<file path="src/rtl/hue_fade_engine.sv">
// hue_fade_engine: hue-wheel or breathing colour generator with brightness scaling and live-cell gating
module hue_fade_engine #(
   parameter int COLOR_W  = 8,
   parameter int TICK_DIV = 10000,
   parameter int STEP     = 5
) (
   input  logic                 clk,
   input  logic                 rst,
   input  logic                 enable_i,
   input  logic                 mode_i,
   input  logic [COLOR_W-1:0]   brightness_i,
   input  logic [3*COLOR_W-1:0] base_color_i,
   input  logic                 pixel_value_i,
   output logic [3*COLOR_W-1:0] colored_pixel_value_o,
   output logic [2:0]           segment_o,
   output logic                 tick_o
);
   localparam int PW = $clog2(TICK_DIV);
   localparam logic [COLOR_W-1:0] MAX = {COLOR_W{1'b1}};
   localparam logic [COLOR_W-1:0] STEP_V = COLOR_W'(STEP);
   localparam logic [PW-1:0] LAST = PW'(TICK_DIV - 1);
   logic [PW-1:0]        presc_q, presc_d;
   logic                 tick_q, tick_d;
   logic [COLOR_W-1:0]   level_q, level_d;
   logic [2:0]           seg_q, seg_d;
   logic                 up_q, up_d;
   logic                 mode_q;
   logic [3*COLOR_W-1:0] pix_q, pix_d;
   logic [COLOR_W:0]     sum;
   logic [COLOR_W-1:0]   lvl_up, lvl_dn, inv_l;
   logic [COLOR_W-1:0]   r_hue, g_hue, b_hue, r_raw, g_raw, b_raw;

   function automatic logic [COLOR_W-1:0] scale(input logic [COLOR_W-1:0] a, input logic [COLOR_W-1:0] b);
      logic [2*COLOR_W-1:0] p;
      p = {{COLOR_W{1'b0}}, a} * {{COLOR_W{1'b0}}, b} + {{COLOR_W{1'b0}}, MAX};
      return p[2*COLOR_W-1:COLOR_W];
   endfunction

   assign sum    = {1'b0, level_q} + {1'b0, STEP_V};
   assign lvl_up = (sum > {1'b0, MAX}) ? MAX : sum[COLOR_W-1:0];
   assign lvl_dn = (level_q > STEP_V) ? level_q - STEP_V : '0;
   assign inv_l  = MAX - level_q;

   // Prescaler, tick strobe and ramp state; a mode change restarts everything from a clean ramp
   always_comb begin
      presc_d = presc_q;
      tick_d  = 1'b0;
      level_d = level_q;
      seg_d   = seg_q;
      up_d    = up_q;
      if (mode_i != mode_q) begin
         presc_d = '0;
         level_d = '0;
         seg_d   = '0;
         up_d    = 1'b1;
      end else if (enable_i) begin
         presc_d = (presc_q == LAST) ? '0 : presc_q + 1'b1;
         tick_d  = presc_q == LAST;
         if (tick_q && !mode_i) begin
            level_d = (level_q == MAX) ? '0 : lvl_up;
            seg_d   = (level_q != MAX) ? seg_q : (seg_q == 3'd5) ? 3'd0 : seg_q + 3'd1;
         end else if (tick_q) begin
            level_d = up_q ? lvl_up : lvl_dn;
            up_d    = up_q ? (lvl_up != MAX) : (lvl_dn == '0);
         end
      end
   end

   assign r_hue = (seg_q == 3'd0 || seg_q == 3'd5) ? MAX : (seg_q == 3'd1) ? inv_l : (seg_q == 3'd4) ? level_q : '0;
   assign g_hue = (seg_q == 3'd1 || seg_q == 3'd2) ? MAX : (seg_q == 3'd0) ? level_q : (seg_q == 3'd3) ? inv_l : '0;
   assign b_hue = (seg_q == 3'd3 || seg_q == 3'd4) ? MAX : (seg_q == 3'd2) ? level_q : (seg_q == 3'd5) ? inv_l : '0;

   // Raw colour from the active mode, then global brightness, then live-cell gating
   always_comb begin
      r_raw = mode_i ? scale(base_color_i[2*COLOR_W-1:COLOR_W], level_q) : r_hue;
      g_raw = mode_i ? scale(base_color_i[3*COLOR_W-1:2*COLOR_W], level_q) : g_hue;
      b_raw = mode_i ? scale(base_color_i[COLOR_W-1:0], level_q) : b_hue;
      pix_d = pixel_value_i ? {scale(g_raw, brightness_i), scale(r_raw, brightness_i), scale(b_raw, brightness_i)} : '0;
   end

   // State and output registers
   always_ff @(posedge clk) begin
      if (rst) begin
         presc_q <= '0;
         tick_q  <= 1'b0;
         level_q <= '0;
         seg_q   <= '0;
         up_q    <= 1'b1;
         mode_q  <= 1'b0;
         pix_q   <= '0;
      end else begin
         presc_q <= presc_d;
         tick_q  <= tick_d;
         level_q <= level_d;
         seg_q   <= seg_d;
         up_q    <= up_d;
         mode_q  <= mode_i;
         pix_q   <= pix_d;
      end
   end

   assign colored_pixel_value_o = pix_q;
   assign segment_o             = seg_q;
   assign tick_o                = tick_q;
endmodule
</file>
<file path="config.mk">
export PLATFORM = sky130hd
export DESIGN_NAME = hue_fade_engine
export DESIGN_NICKNAME = d
export VERILOG_FILES = /design/src/rtl/hue_fade_engine.sv
export SDC_FILE = /design/constraint.sdc
export NUM_CORES = 1
export LEC_CHECK = 0
export CAP_MARGIN = 20
export CORE_ASPECT_RATIO = 2
export CORE_MARGIN = 3
export CORE_UTILIZATION = 25
export DETAILED_ROUTE_END_ITERATION = 8
export DONT_BUFFER_PORTS = 1
export SKIP_LAST_GASP = 1
export SLEW_MARGIN = 20
export SYNTH_ARGS = -nofsm -noshare
export SYNTH_HDL_FRONTEND = slang
export SYNTH_SLANG_ARGS = --single-unit
</file>
<file path="constraint.sdc">
create_clock -name clk -period 15.65 [get_ports clk]
set_input_delay 4.695 -clock clk [delete_from_list [all_inputs] [get_ports clk]]
set_output_delay 4.695 -clock clk [all_outputs]
set_load 0.01 [all_outputs]
</file>
==> results of run 1 <==
flip-flops by register name, summed over array words and instances, names as in the netlist:
register               count
presc_q                   14
segment_o                  3
level_q                    8
colored_pixel_value_o     24
tick_o                     1
mode_q                     1
up_q                       1
synth_stat cells, types with 12 or more instances:
library cell,number
a21o_1,12
a21oi_1,54
a31oi_1,14
and2_1,131
clkbuf_1,58
dfxtp_1,52
fa_1,246
ha_1,198
inv_1,357
nand2_1,183
nand2b_1,28
nand3_1,22
nand4_1,12
nor2_1,144
nor2b_1,15
nor3_1,37
o21ai_0,26
xnor2_1,28
xor2_1,21
critical path, delay by kind of cell:
kind | cells | cell delay, ps
fa+ha+maj | 10 | 4530
simple gates | 9 | 2030
compound gates | 8 | 2350
buf+inv | 6 | 330
layer usage:
layer / wire [µm] / up-vias / part of all wire (%) / track usage [%]
met5: 0 / - / 0 / 0
met4: 2530 / 0 / 5.9 / 7.899
met3: 2749 / 108 / 6.4 / 3.199
met2: 23340 / 304 / 54 / 26.07
met1: 14480 / 6127 / 34 / 13.27
li1: - / 5699 / - / -
worst max path at each step:
| stage | to | slack [ps] | cells past startpoint |
|---|---|---|---|
| 5_1_grt | colored_pixel_value_o[13] | 1350 | 33 |
| 3_3_place_gp | colored_pixel_value_o[13] | 1560 | 33 |
| 3_5_place_dp | colored_pixel_value_o[13] | 1500 | 33 |
| 6_report | colored_pixel_value_o[13] | 1870 | 33 |
| 2_1_floorplan | colored_pixel_value_o[23] | 2680 | 33 |
| 4_1_cts | colored_pixel_value_o[13] | 1810 | 33 |
kinds of logic after synthesis:
group / count (synthesis)
compound gates: 223
xor+xnor: 49
fa+ha+maj: 444
buf+inv: 425
flops: 52
mux: 6
simple gates: 628
power by group through the flow:
stage	Combinational, mW	Sequential, mW	Clock (mW)
6_report	0.388	0.157	0.130
5_1_grt	0.452	0.160	0.139
4_1_cts	0.396	0.159	0.137
3_5_place_dp	0.392	0.161	0
3_3_place_gp	0.382	0.162	0
2_1_floorplan	0.306	0.155	0
layout by cell type (no fill, tap or decap), drive strengths merged, types with 14 or more instances in the layout:
master  Yosys  layout
inv       358     361
fa        246     246
ha        198     198
nand2     183     183
nor2      144     144
and2      132     132
a21oi      55      55
dfxtp      52      52
nor3       37      37
o21ai      34      34
xnor2      28      28
nand2b     28      28
nand3      22      22
xor2       21      21
nor2b      15      15
a31oi      14      14
stage by stage:
stage	total power, mW	std cells	worst slack (ps)	cell area [µm²]
6_report	0.6746	2553	1866	16130
5_1_grt	0.7513	2552	1349	16130
4_1_cts	0.6925	2552	1811	16130
3_5_place_dp	0.5531	2544	1502	15980
3_3_place_gp	0.5443	2544	1563	15960
2_1_floorplan	0.4610	1827	2681	15190
cell type report:
type	count	area (µm²)	share of cell area, %
inverters	358	1344	8.330
well taps	774	968.4	6.003
clock buffers	5	125.1	0.7756
multi-input cells	1350	12550	77.78
repair buffers	10	75.07	0.4654
clock inverters	3	28.78	0.1784
flip-flops and latches	52	1041	6.453
diodes	1	2.502	0.01551
==> results.json, run 1 <==
{
  "outcome": "completed",
  "crit_path_end_kind": "flop",
  "slew-limit-headroom_pct": 29.00,
  "firstDrtPassIters": 6,
  "rsz0062_at_grt": "false",
  "ff2ff_path_depth": 34,
  "route.detailed.drc": 0,
  "clkPwrFrac_pct": 19.3,
  "min_path_type": "flop to flop",
  "startpoint_type": "input port",
  "fin_util_pct": 26.86,
  "arrival_ps": 13940,
  "syn_area_um2": 15190,
  "holdBufCountCts": 0,
  "worst_pin_slew_ps": 1065,
  "dr.first_iter.drc_count": 576,
  "die_w_um": 180.3,
  "cp_common_cell": "fa_1",
  "r2r-end": "colored_pixel_value_o[13]",
  "final_layout_size_suffix_gt1_share_pct": 2.362,
  "fmax_ghz": 0.07255,
  "coreArea_um2": 60070,
  "htree_num_levels": 2,
  "grt_pass1_vias": 13550,
  "start_util_pct": 25.28,
  "cts.sinks": 52,
  "cts_setup_buffers": 0,
  "synthesis.nets": 2308,
  "cts_tree": "yes",
  "antenna_found_initial": 1,
  "synthSimpleGateAreaFrac_pct": 20.32,
  "place_congestion": 0.9030,
  "synth_top_area_share_pct": 32.43,
  "postSynthAreaPerCell_um2": 8.313,
  "regToRegSetupSlack_ps": 5230,
  "vias": 12238,
  "async_reset_ff_share_pct": 0,
  "finalCriticalPeriod_ps": 13780,
  "nNetsFinal": 2258,
  "critical_path.max_fanout": 8,
  "whs_ps": 525.6,
  "p_switching_mw": 0.3041,
  "yosys_warnings": 0,
  "p_sw_share_pct": 45.08,
  "synth_top_cell_by_area": "fa_1",
  "slowest_stage": "a31oi_1",
  "drtAntennaViolNets": 0,
  "port_buffers": 0,
  "clk_root_buffer_cell": "clkbuf_16",
  "synth_xor_area_share_pct": 2.826,
  "p_leak_nw": 8.297,
  "hpwl_mm": 35.99,
  "synth_edf_count": 0,
  "min-delay-start": "presc_q[13]",
  "syn_inst": 1827,
  "setup.worst_path.class": "input port to flop",
  "setup_viol": 0,
  "clock_skew_ps": 21.30,
  "grt_pass1_wl_mm": 70.09,
  "wl_mm": 43.11,
  "synthAdderAreaFrac_pct": 48.74,
  "area.growth.synth_to_final_pct": 6.220,
  "cts_buffers": 5,
  "crit_required_ps": 15810,
  "reg2reg_from": "level_q[1]",
  "gr-total-overflow": 0,
  "synth_compound_area_share_pct": 10.27,
  "rows": 127,
  "synth_area_leaders": "fa_1, ha_1, inv_1",
  "fill_cells": 6526,
  "synthMuxAreaShare_pct": 0.3955,
  "avgRoutedWirePerCell_um": 16.88,
  "hold_viol": 0,
  "synth_flop_cell": "dfxtp_1",
  "hold_path_end": "presc_q[13]",
  "p_int_mw": 0.3705,
  "dieArea_um2": 63920,
  "whs_path_depth": 2,
  "power.density_nw_per_um2": 41.82,
  "ctsResizeCount": 0,
  "worst_ir_drop_vdd_uv": 45.91,
  "synth_top_family_by_area": "adder cells",
  "finalCritPeriodShare_pct": 88.08,
  "path_clk_slew_ps": 80,
  "clk_latency_ps": 330,
  "seqPwrFrac_pct": 23.3,
  "slowest_delay_ps": 720,
  "synth-seq-cells": 52,
  "grt_start_max_net_pins": 48,
  "finalMaxSlewViolations": 0,
  "grt_usage_pct": 13.68,
  "cts_buffer_depth": 2,
  "startpoint": "base_color_i[13]",
  "maxCapViolCount": 0,
  "io_pins": 65,
  "die_y_um": 354.6,
  "synth_cell_type_count": 76,
  "totalNegativeSetupSlack_ps": 0,
  "yosysSeqAreaShare_pct": 6.855,
  "power_frac_comb_pct": 57.5,
  "vias_per_cell": 4.794
}
Power figures use the tool's default switching activity.
==> inputs of run 2 (changes only) <==
Settings changed: CELL_PAD_IN_SITES_DETAIL_PLACEMENT from default to 1, CELL_PAD_IN_SITES_GLOBAL_PLACEMENT from default to 1, CORE_UTILIZATION 25 to 52, PLACE_DENSITY_LB_ADDON from default to 0.1.
==> run 2 against run 1 <==
Effect of this change:
- first-iteration DRC count fell by 16%
- critical endpoint unchanged
- flip-flop and latch count unchanged
- non-clock buffer count rose by 1
- routed wire length shrank 2.5%
- sequential share of layout area is 0.22 points higher
- clock skew down 6.6 ps
- register-to-register slack barely moved
- critical path type unchanged
- final area shrank 3.2%
- critical path depth stayed put
- count of clock-buffer cells in the layout unchanged
- largest power group unchanged
- via count is 0.96% higher
- sequential power down 3%
==> results.json, run 2 (same netlist as run 1, synthesis figures left out) <==
{
  "ff2ff_path_depth": 34,
  "outcome": "completed",
  "antenna_found_initial": 0,
  "clk_root_buffer_cell": "clkbuf_16",
  "min_path_type": "flop to flop",
  "regToRegSetupSlack_ps": 5240,
  "setup.worst_path.class": "input port to flop",
  "grt_usage_pct": 27.85,
  "final_area_um2": 15610,
  "holdBufCountCts": 0,
  "htree_num_levels": 2,
  "vias_per_cell": 5.787,
  "die_y_um": 247.7,
  "cts_buffer_depth": 2,
  "place_congestion": 0.8593,
  "coreArea_um2": 28520,
  "dpl_cell_area_um2": 15450,
  "wl_mm": 42.01,
  "io_pins": 65,
  "start_util_pct": 53.25,
  "critical_path.max_fanout": 8,
  "crit_required_ps": 15820,
  "power.density_nw_per_um2": 43.38,
  "dieArea_um2": 31420,
  "grt_pass1_wl_mm": 69.83,
  "reg2reg_from": "level_q[0]",
  "slowest_delay_ps": 730,
  "cp_common_cell": "fa_1",
  "cts_buffers": 5,
  "drtAntennaViolNets": 0,
  "cp_num_buf_inv": 6,
  "rsz0062_at_grt": "false",
  "setup_viol": 0,
  "finalCritPeriodShare_pct": 86.50,
  "cts.sinks": 52,
  "die_w_um": 126.8,
  "rows": 87,
  "path_delay_family": "adder cells",
  "layout_common_cells": "inv_1, fa_1, ha_1",
  "slowest_stage": "a31oi_1",
  "whs_ps": 512.7,
  "maxCapViolCount": 0,
  "min-delay-start": "presc_q[13]",
  "fmax_ghz": 0.07387,
  "nNetsFinal": 2259,
  "largest_reg_flops": 24,
  "fin_util_pct": 54.72,
  "r2r-end": "colored_pixel_value_o[13]",
  "startpoint_type": "input port",
  "route.detailed.drc": 0,
  "whs_path_depth": 2,
  "clk_latency_ps": 330,
  "path_clk_slew_ps": 80,
  "p_leak_nw": 8.299,
  "grt_start_max_net_pins": 35,
  "final_layout_size_suffix_gt1_share_pct": 2.305,
  "grt_pass1_vias": 14104,
  "port_buffers": 0,
  "vias": 12356,
  "cts_tree": "yes",
  "slew-limit-headroom_pct": 28.60,
  "finalCriticalPeriod_ps": 13540,
  "worst_ir_drop_vdd_uv": 81.42,
  "dr.first_iter.drc_count": 482,
  "gr-total-overflow": 0,
  "power_mw": 0.6770,
  "layout_commonest_cell": "inv_1",
  "arrival_ps": 13700,
  "hold_path_end": "presc_q[13]",
  "hpwl_mm": 35.34,
  "area.growth.synth_to_final_pct": 2.768,
  "worst_pin_slew_ps": 1064,
  "avgRoutedWirePerCell_um": 19.68,
  "hold_viol": 0,
  "totalNegativeSetupSlack_ps": 0,
  "crit_path_end_kind": "flop",
  "cts_setup_buffers": 0,
  "ctsResizeCount": 0,
  "finalMaxSlewViolations": 0,
  "firstDrtPassIters": 5,
  "antenna_cells": 0,
  "clock_skew_ps": 14.70
}
## run 2: changes by cell type in the layout (fill, tap and decap cells not counted), sizes merged
cell and delta:
diode -1, clkinv +2, inv -2, buf +1
## run 2: tightest hold or removal path: cells and delay by family (launching register included)
family	cells	cell delay [ps]
simple gates	1	70
flops	1	340
xor+xnor	1	70
## run 2: final cells by class
| class | count | area [µm²] |
|---|---|---|
| inverter | 358 | 1344 |
| tap | 356 | 445.4 |
| fill | 3445 | 12910 |
| multi-input combinational | 1350 | 12540 |
| timing repair buffer | 11 | 82.58 |
| clock buffer | 5 | 125.1 |
| clock inverter | 3 | 33.78 |
| sequential | 52 | 1041 |
## run 2: layer usage
| layer | global-route usage, % | routed length (µm) | up-vias |
|---|---|---|---|
| met5 | 0 | 0 | - |
| met4 | 12.35 | 1853 | 0 |
| met3 | 3.166 | 1458 | 96 |
| met2 | 55.21 | 24030 | 221 |
| met1 | 28.66 | 14670 | 6326 |
| li1 | - | - | 5713 |
## run 2: worst max path at each step
stage,cells past startpoint,to,startpoint
global placement,33,colored_pixel_value_o[15],base_color_i[13]
floorplan,33,colored_pixel_value_o[23],base_color_i[23]
detailed placement,33,colored_pixel_value_o[13],base_color_i[13]
CTS,33,colored_pixel_value_o[15],base_color_i[13]
finish,33,colored_pixel_value_o[13],base_color_i[13]
global route,33,colored_pixel_value_o[13],base_color_i[13]
## run 2: per-stage QoR
stage               cells  setup slack, ps
floorplan            1827             2681
global placement     2127             1983
detailed placement   2127             1838
CTS                  2135             2156
global route         2135             1620
finish               2135             2113
## run 2: report_power, final
group / leakage, nW / internal, mW / switching (mW)
Clock: 0.0772 / 0.0622 / 0.0705
Sequential: 0.421 / 0.144 / 0.00965
Combinational: 7.80 / 0.165 / 0.226
